$ cat src/rtl/prog_loader_pkg.sv
// Shared definitions for the UART boot loader: FSM encodings and protocol constants.
package prog_loader_pkg;

    typedef enum logic [2:0] {
        GET_LEN,
        GET_B2,
        GET_B1,
        GET_B0,
        WRITE,
        DONE,
        ERR
    } loader_state_e;

    typedef enum logic [1:0] {
        RX_IDLE,
        RX_START,
        RX_DATA,
        RX_STOP
    } rx_state_e;

    localparam int BYTES_PER_INSTR = 3;

    // A length byte of zero requests the full 2^ADDR_W instruction memory.
    localparam bit LEN_ZERO_MEANS_MAX = 1'b1;

endpackage

$ cat src/rtl/uart_rx_byte.sv
// 8N1 UART byte receiver: 2-flop synchronizer, mid-bit sampling, glitch-rejecting start check.
module uart_rx_byte
    import prog_loader_pkg::*;
#(
    parameter int CLK_FREQ = 100_000_000,
    parameter int BAUD     = 115200
) (
    input  logic       clk,
    input  logic       rst,
    input  logic       rx_i,
    output logic       byte_valid_o,
    output logic [7:0] rx_byte_o,
    output logic       stop_ok_o
);

    localparam int CLKS_PER_BIT = CLK_FREQ / BAUD;
    localparam int CNT_W        = $clog2(CLKS_PER_BIT);
    localparam logic [CNT_W-1:0] BIT_LAST  = CNT_W'(CLKS_PER_BIT - 1);
    localparam logic [CNT_W-1:0] HALF_LAST = CNT_W'(CLKS_PER_BIT / 2 - 1);

    logic             sync1_q;
    logic             sync2_q;
    logic             prev_q;
    logic             fall;
    rx_state_e        state_q;
    logic [CNT_W-1:0] cnt_q;
    logic [2:0]       bit_idx_q;
    logic [7:0]       shift_q;
    logic             valid_q;
    logic             stop_ok_q;

    always_ff @(posedge clk) begin
        if (rst) begin
            sync1_q <= 1'b1;
            sync2_q <= 1'b1;
            prev_q  <= 1'b1;
        end else begin
            sync1_q <= rx_i;
            sync2_q <= sync1_q;
            prev_q  <= sync2_q;
        end
    end

    assign fall = prev_q & ~sync2_q;

    // Returning to idle straight after the stop sample lets back-to-back frames be caught.
    always_ff @(posedge clk) begin
        if (rst) begin
            state_q   <= RX_IDLE;
            cnt_q     <= '0;
            bit_idx_q <= '0;
            shift_q   <= '0;
            valid_q   <= 1'b0;
            stop_ok_q <= 1'b0;
        end else begin
            valid_q <= 1'b0;
            case (state_q)
                RX_IDLE: begin
                    if (fall) begin
                        cnt_q   <= '0;
                        state_q <= RX_START;
                    end
                end
                RX_START: begin
                    if (cnt_q == HALF_LAST) begin
                        cnt_q     <= '0;
                        bit_idx_q <= '0;
                        state_q   <= sync2_q ? RX_IDLE : RX_DATA;
                    end else begin
                        cnt_q <= cnt_q + 1'b1;
                    end
                end
                RX_DATA: begin
                    if (cnt_q == BIT_LAST) begin
                        cnt_q     <= '0;
                        shift_q   <= {sync2_q, shift_q[7:1]};
                        bit_idx_q <= bit_idx_q + 1'b1;
                        if (bit_idx_q == 3'd7) begin
                            state_q <= RX_STOP;
                        end
                    end else begin
                        cnt_q <= cnt_q + 1'b1;
                    end
                end
                RX_STOP: begin
                    if (cnt_q == BIT_LAST) begin
                        valid_q   <= 1'b1;
                        stop_ok_q <= sync2_q;
                        state_q   <= RX_IDLE;
                    end else begin
                        cnt_q <= cnt_q + 1'b1;
                    end
                end
                default: state_q <= RX_IDLE;
            endcase
        end
    end

    assign byte_valid_o = valid_q;
    assign rx_byte_o    = shift_q;
    assign stop_ok_o    = stop_ok_q;

endmodule

$ cat src/rtl/prog_loader.sv
// Boot loader top: receives a length-prefixed program over UART and writes it into instruction RAM.
// The CPU reset at system level is expected to be rst | cpu_hold.
module prog_loader
    import prog_loader_pkg::*;
#(
    parameter int CLK_FREQ = 100_000_000,
    parameter int BAUD     = 115200,
    parameter int ADDR_W   = 8,
    parameter int INSTR_W  = 24
) (
    input  logic               clk,
    input  logic               rst,
    input  logic               uart_rx,
    output logic               imem_we,
    output logic [ADDR_W-1:0]  imem_addr,
    output logic [INSTR_W-1:0] imem_wdata,
    output logic               cpu_hold,
    output logic               load_done,
    output logic               frame_err
);

    localparam int REM_W = ADDR_W + 1;

    logic               byte_valid;
    logic [7:0]         rx_byte;
    logic               stop_ok;

    loader_state_e      state_q;
    logic [REM_W-1:0]   remaining_q;
    logic [REM_W-1:0]   len_count_d;
    logic [INSTR_W-1:0] word_q;
    logic [ADDR_W-1:0]  addr_q;
    logic               we_q;
    logic               hold_q;
    logic               done_q;
    logic               ferr_q;

    uart_rx_byte #(
        .CLK_FREQ (CLK_FREQ),
        .BAUD     (BAUD)
    ) u_rx (
        .clk          (clk),
        .rst          (rst),
        .rx_i         (uart_rx),
        .byte_valid_o (byte_valid),
        .rx_byte_o    (rx_byte),
        .stop_ok_o    (stop_ok)
    );

    always_comb begin
        len_count_d = REM_W'(rx_byte);
        if (LEN_ZERO_MEANS_MAX && rx_byte == 8'd0) begin
            len_count_d = {1'b1, {ADDR_W{1'b0}}};
        end
    end

    // Address and count advance the cycle after the strobe, so both are stable while it is high.
    always_ff @(posedge clk) begin
        if (rst) begin
            state_q     <= GET_LEN;
            remaining_q <= '0;
            word_q      <= '0;
            addr_q      <= '0;
            we_q        <= 1'b0;
            hold_q      <= 1'b1;
            done_q      <= 1'b0;
            ferr_q      <= 1'b0;
        end else begin
            we_q <= 1'b0;
            if (we_q) begin
                addr_q      <= addr_q + 1'b1;
                remaining_q <= remaining_q - 1'b1;
            end
            if (byte_valid && !stop_ok && state_q != DONE) begin
                ferr_q  <= 1'b1;
                state_q <= ERR;
            end else begin
                case (state_q)
                    GET_LEN: begin
                        if (byte_valid) begin
                            remaining_q <= len_count_d;
                            state_q     <= GET_B2;
                        end
                    end
                    GET_B2, GET_B1, GET_B0: begin
                        if (byte_valid) begin
                            word_q <= {word_q[INSTR_W-9:0], rx_byte};
                            case (state_q)
                                GET_B2:  state_q <= GET_B1;
                                GET_B1:  state_q <= GET_B0;
                                default: state_q <= WRITE;
                            endcase
                        end
                    end
                    WRITE: begin
                        we_q    <= 1'b1;
                        state_q <= (remaining_q == REM_W'(1)) ? DONE : GET_B2;
                    end
                    DONE: begin
                        hold_q <= 1'b0;
                        done_q <= 1'b1;
                    end
                    default: state_q <= ERR;
                endcase
            end
        end
    end

    assign imem_we    = we_q;
    assign imem_addr  = addr_q;
    assign imem_wdata = word_q;
    assign cpu_hold   = hold_q;
    assign load_done  = done_q;
    assign frame_err  = ferr_q;

endmodule

$ cat config.mk
export PLATFORM = sky130hd
export DESIGN_NAME = prog_loader
export DESIGN_NICKNAME = d
export VERILOG_FILES = /design/src/rtl/prog_loader_pkg.sv /design/src/rtl/uart_rx_byte.sv /design/src/rtl/prog_loader.sv
export SDC_FILE = /design/constraint.sdc
export NUM_CORES = 1
export LEC_CHECK = 0
export CORE_MARGIN = 2
export CORE_UTILIZATION = 50
export CTS_CLUSTER_DIAMETER = 50
export DETAILED_ROUTE_END_ITERATION = 8
export GPL_ROUTABILITY_DRIVEN = 0
export PLACE_DENSITY = 0.76
export SYNTH_ARGS = -nofsm -noshare
export SYNTH_HDL_FRONTEND = slang
export SYNTH_HIERARCHICAL = 1
export SYNTH_SLANG_ARGS = --single-unit
$ cat constraint.sdc
create_clock -name clk -period 1.9 [get_ports clk]
set_input_delay 0.57 -clock clk [delete_from_list [all_inputs] [get_ports clk]]
set_output_delay 0.57 -clock clk [all_outputs]
set_load 0.05 [all_outputs]
==> flow_summary.ini <==
[run_status]
outcome = completed

[logic_synthesis]
syn_area_per_cell_um2 = 8.81
syn_inst = 371
syn_nets = 381
ys_async_sr_fraction_pct = 0
yosysWarnings = 6
synth.distinct_cells = 46
syn_area_mm2 = 0.00327
synth_seq_cells = 76
synth_seq_area_share_pct = 46.6
synth_edf_count = 0
synth_ff_type = dfxtp_1

[cells_and_area]
fin_nets = 418
fin_util_pct = 59.9
n_antenna_cell = 0
fillers = 588
final_layout_size_suffix_gt1_share_pct = 17.4
area_growth_pct = 16.4
stdcell_count = 490
final_area_mm2 = 0.00380

[grt]
antenna_found_initial = 0
grt_pass1_wl_um = 10900
grt_pass1_vias = 2398
met3_usage_pct = 4.67
gr-usage-met2_pct = 28.5
overflow = 0
met1_usage_pct = 25.0
gr-max-usage-layer = met2
grt_usage_pct = 18.6
grt_max_degree = 70

[placement]
post-dp-hpwl_um = 4320
post_dp_cell_area_mm2 = 0.00364
place_inst = 474
numPortBuffers = 38

[route]
drt_pass1_iterations = 4
first_iter_violations = 89
vias_per_cell = 5.41
vias = 2649
drt_wl_total_um = 6440
final_antenna_net_count = 0
drc = 0
wl_per_cell_um = 13.1

[clock_tree]
clk_latency_ns = 0.35
cts.path.max_buffers = 2
clock_sinks = 76
cts_max_level = 3
cts_buffers = 9
root_buffer = clkbuf_8
clkTransAtPathRegs_ns = 0.08
cts-resized-gates = 0
cts_tree = built
ctsHoldBuffers = 0
post-cts-setup-buffers = 0

[timing]
final_hold_viol_count = 0
max_freq_ghz = 0.568
worst_pin_slew_ns = 0.592
period_needed_ns = 1.76
drv_slew = 0
finalSetupViolations = 0
max-slew-margin-rel_pct = 60.4
tns_ns = 0
min_period_over_period_pct = 92.7
rsz0062_at_grt = no
clock_skew_ns = 0.00838

[hold_path]
hold_class = reg2reg
hold_depth = 1

[critical_path]
crit_start = u_rx/cnt_q[0]
worst-setup-path-type = reg2reg
worstRegToRegCells = 5
r2r-end = u_rx/state_q[0]
crit_end = u_rx/state_q[0]
startpoint_type = register
r2r_start = u_rx/cnt_q[0]
crit_path_max_fanout = 7
endpoint_kind = register
required_ns = 2.17
arrival_ns = 2.03
reg2reg_slack_ns = 0.14

[pwr]
peakVddDrop_mv = 0.765
leakage_nw = 1.44
power_density_mw_per_mm2 = 722

[floorplanning]
die_height_um = 84.8
initial_core_util_pct = 51.4
rows = 29
dieArea_mm2 = 0.00720
io_pins = 39
core_mm2 = 0.00635
die_w_um = 84.8

[flow_run]
max-cap-violations = 0
==> area by class of cell <==
cell class	count	area (um2)	area share, %
multi-input combinational	273	1650	43.3
timing repair buffer	44	355	9.34
tap	77	96.3	2.53
sequential	76	1520	40.0
clock buffer	10	128	3.36
inverter	4	15.0	0.395
clock inverter	6	40.0	1.05
==> report_power, final <==
group	internal, mW	switching (mW)	leakage, nW
logic	0.0184	0.0390	0.740
clock network	0.474	0.611	0.0864
registers	1.60	0.00716	0.613
total	2.09	0.657	1.44
==> worst min path at each step <==
stage                            start            to  slack (ns)
after floorplan           u_rx/sync1_q  u_rx/sync2_q        0.39
after global placement    u_rx/sync1_q  u_rx/sync2_q        0.40
after detailed placement  u_rx/sync1_q  u_rx/sync2_q        0.39
after CTS                 u_rx/sync1_q  u_rx/sync2_q        0.42
after global routing      u_rx/sync1_q  u_rx/sync2_q        0.42
final                     u_rx/sync1_q  u_rx/sync2_q        0.41
==> metrics by stage <==
step / worst slack [ns] / total power [mW] / hold WS (ns)
3_5_place_dp: 0.171 / 1.70 / 0.393
6_report: 0.138 / 2.75 / 0.414
3_3_place_gp: 0.227 / 1.70 / 0.396
2_1_floorplan: 0.134 / 1.68 / 0.389
5_1_grt: 0.0233 / 2.84 / 0.425
4_1_cts: 0.135 / 2.77 / 0.416
==> synth_stat cells (all sizes together) (5+ instances only) <==
cell    count  area, um2
a21oi      40        200
o21ai       6       30.0
clkbuf     13       51.3
nand2      63        236
buf         5       31.3
nor2       40        150
dfxtp      76       1520
nand3       5       25.0
a211oi     14        115
mux2i      12        120
nand4      11       75.1
nand2b      6       37.5
nor3        5       25.0
xor2        9       78.8
xnor2      10       87.6
ha          7       87.6
==> cell usage in the layout (no fill, tap or decap), types with 2 or more instances in the layout <==
cell type,Yosys,layout
a211oi_1,12,12
a211oi_2,2,2
a21o_1,4,4
a21oi_1,40,40
buf_12,0,2
buf_4,0,40
clkbuf_8,0,9
clkinv_2,0,3
dfxtp_1,76,76
ha_1,7,7
inv_1,4,4
mux2i_1,12,12
nand2_1,63,63
nand2b_1,6,6
nand3_1,5,5
nand3b_1,2,2
nand4_1,10,10
nand4b_1,2,2
nor2_1,40,40
nor2b_1,4,4
nor3_1,5,5
nor4_1,3,3
o21ai_0,5,5
o21ba_2,2,2
o31ai_1,3,3
or2_2,3,3
or3_1,4,4
or3b_1,2,2
or4_1,3,3
xnor2_1,10,10
xor2_1,9,9
==> routing by layer <==
metal / part of all wire (%) / vias to the layer above
met1: 48 / 1234
met4: 2.3 / 0
li1: - / 1360
met3: 3.9 / 12
met5: 0 / -
met2: 45 / 43
==> registers in the layout, indices dropped and copies added (netlist names), named ones only <==
name	cells
imem_wdata	24
imem_we	1
imem_addr	8
u_rx/cnt_q	10
u_rx/sync2_q	1
frame_err	1
u_rx/rx_byte_o	8
load_done	1
u_rx/state_q	1
u_rx/stop_ok_o	1
state_q	3
u_rx/bit_idx_q	3
u_rx/prev_q	1
u_rx/byte_valid_o	1
u_rx/sync1_q	1
cpu_hold	1
remaining_q	9
==> critical path: stages (launching register included) <==
cell	delay [ns]
dfxtp_1	0.43
ha_1	0.20
and2_0	0.29
nand4_1	0.15
or3b_1	0.41
a211oi_2	0.21
==> cells by family after synthesis <==
group	after synthesis	share of synthesized area, %
AND/OR/NAND/NOR	164	25.6
flip-flops	76	46.6
AO/OA/AOI/OAI	70	13.1
buffers and inverters	22	2.99
XOR/XNOR	19	5.09
multiplexers	13	4.02
adder cells (fa/ha/maj)	7	2.68
No activity file was read; power rests on OpenSTA's default activity.
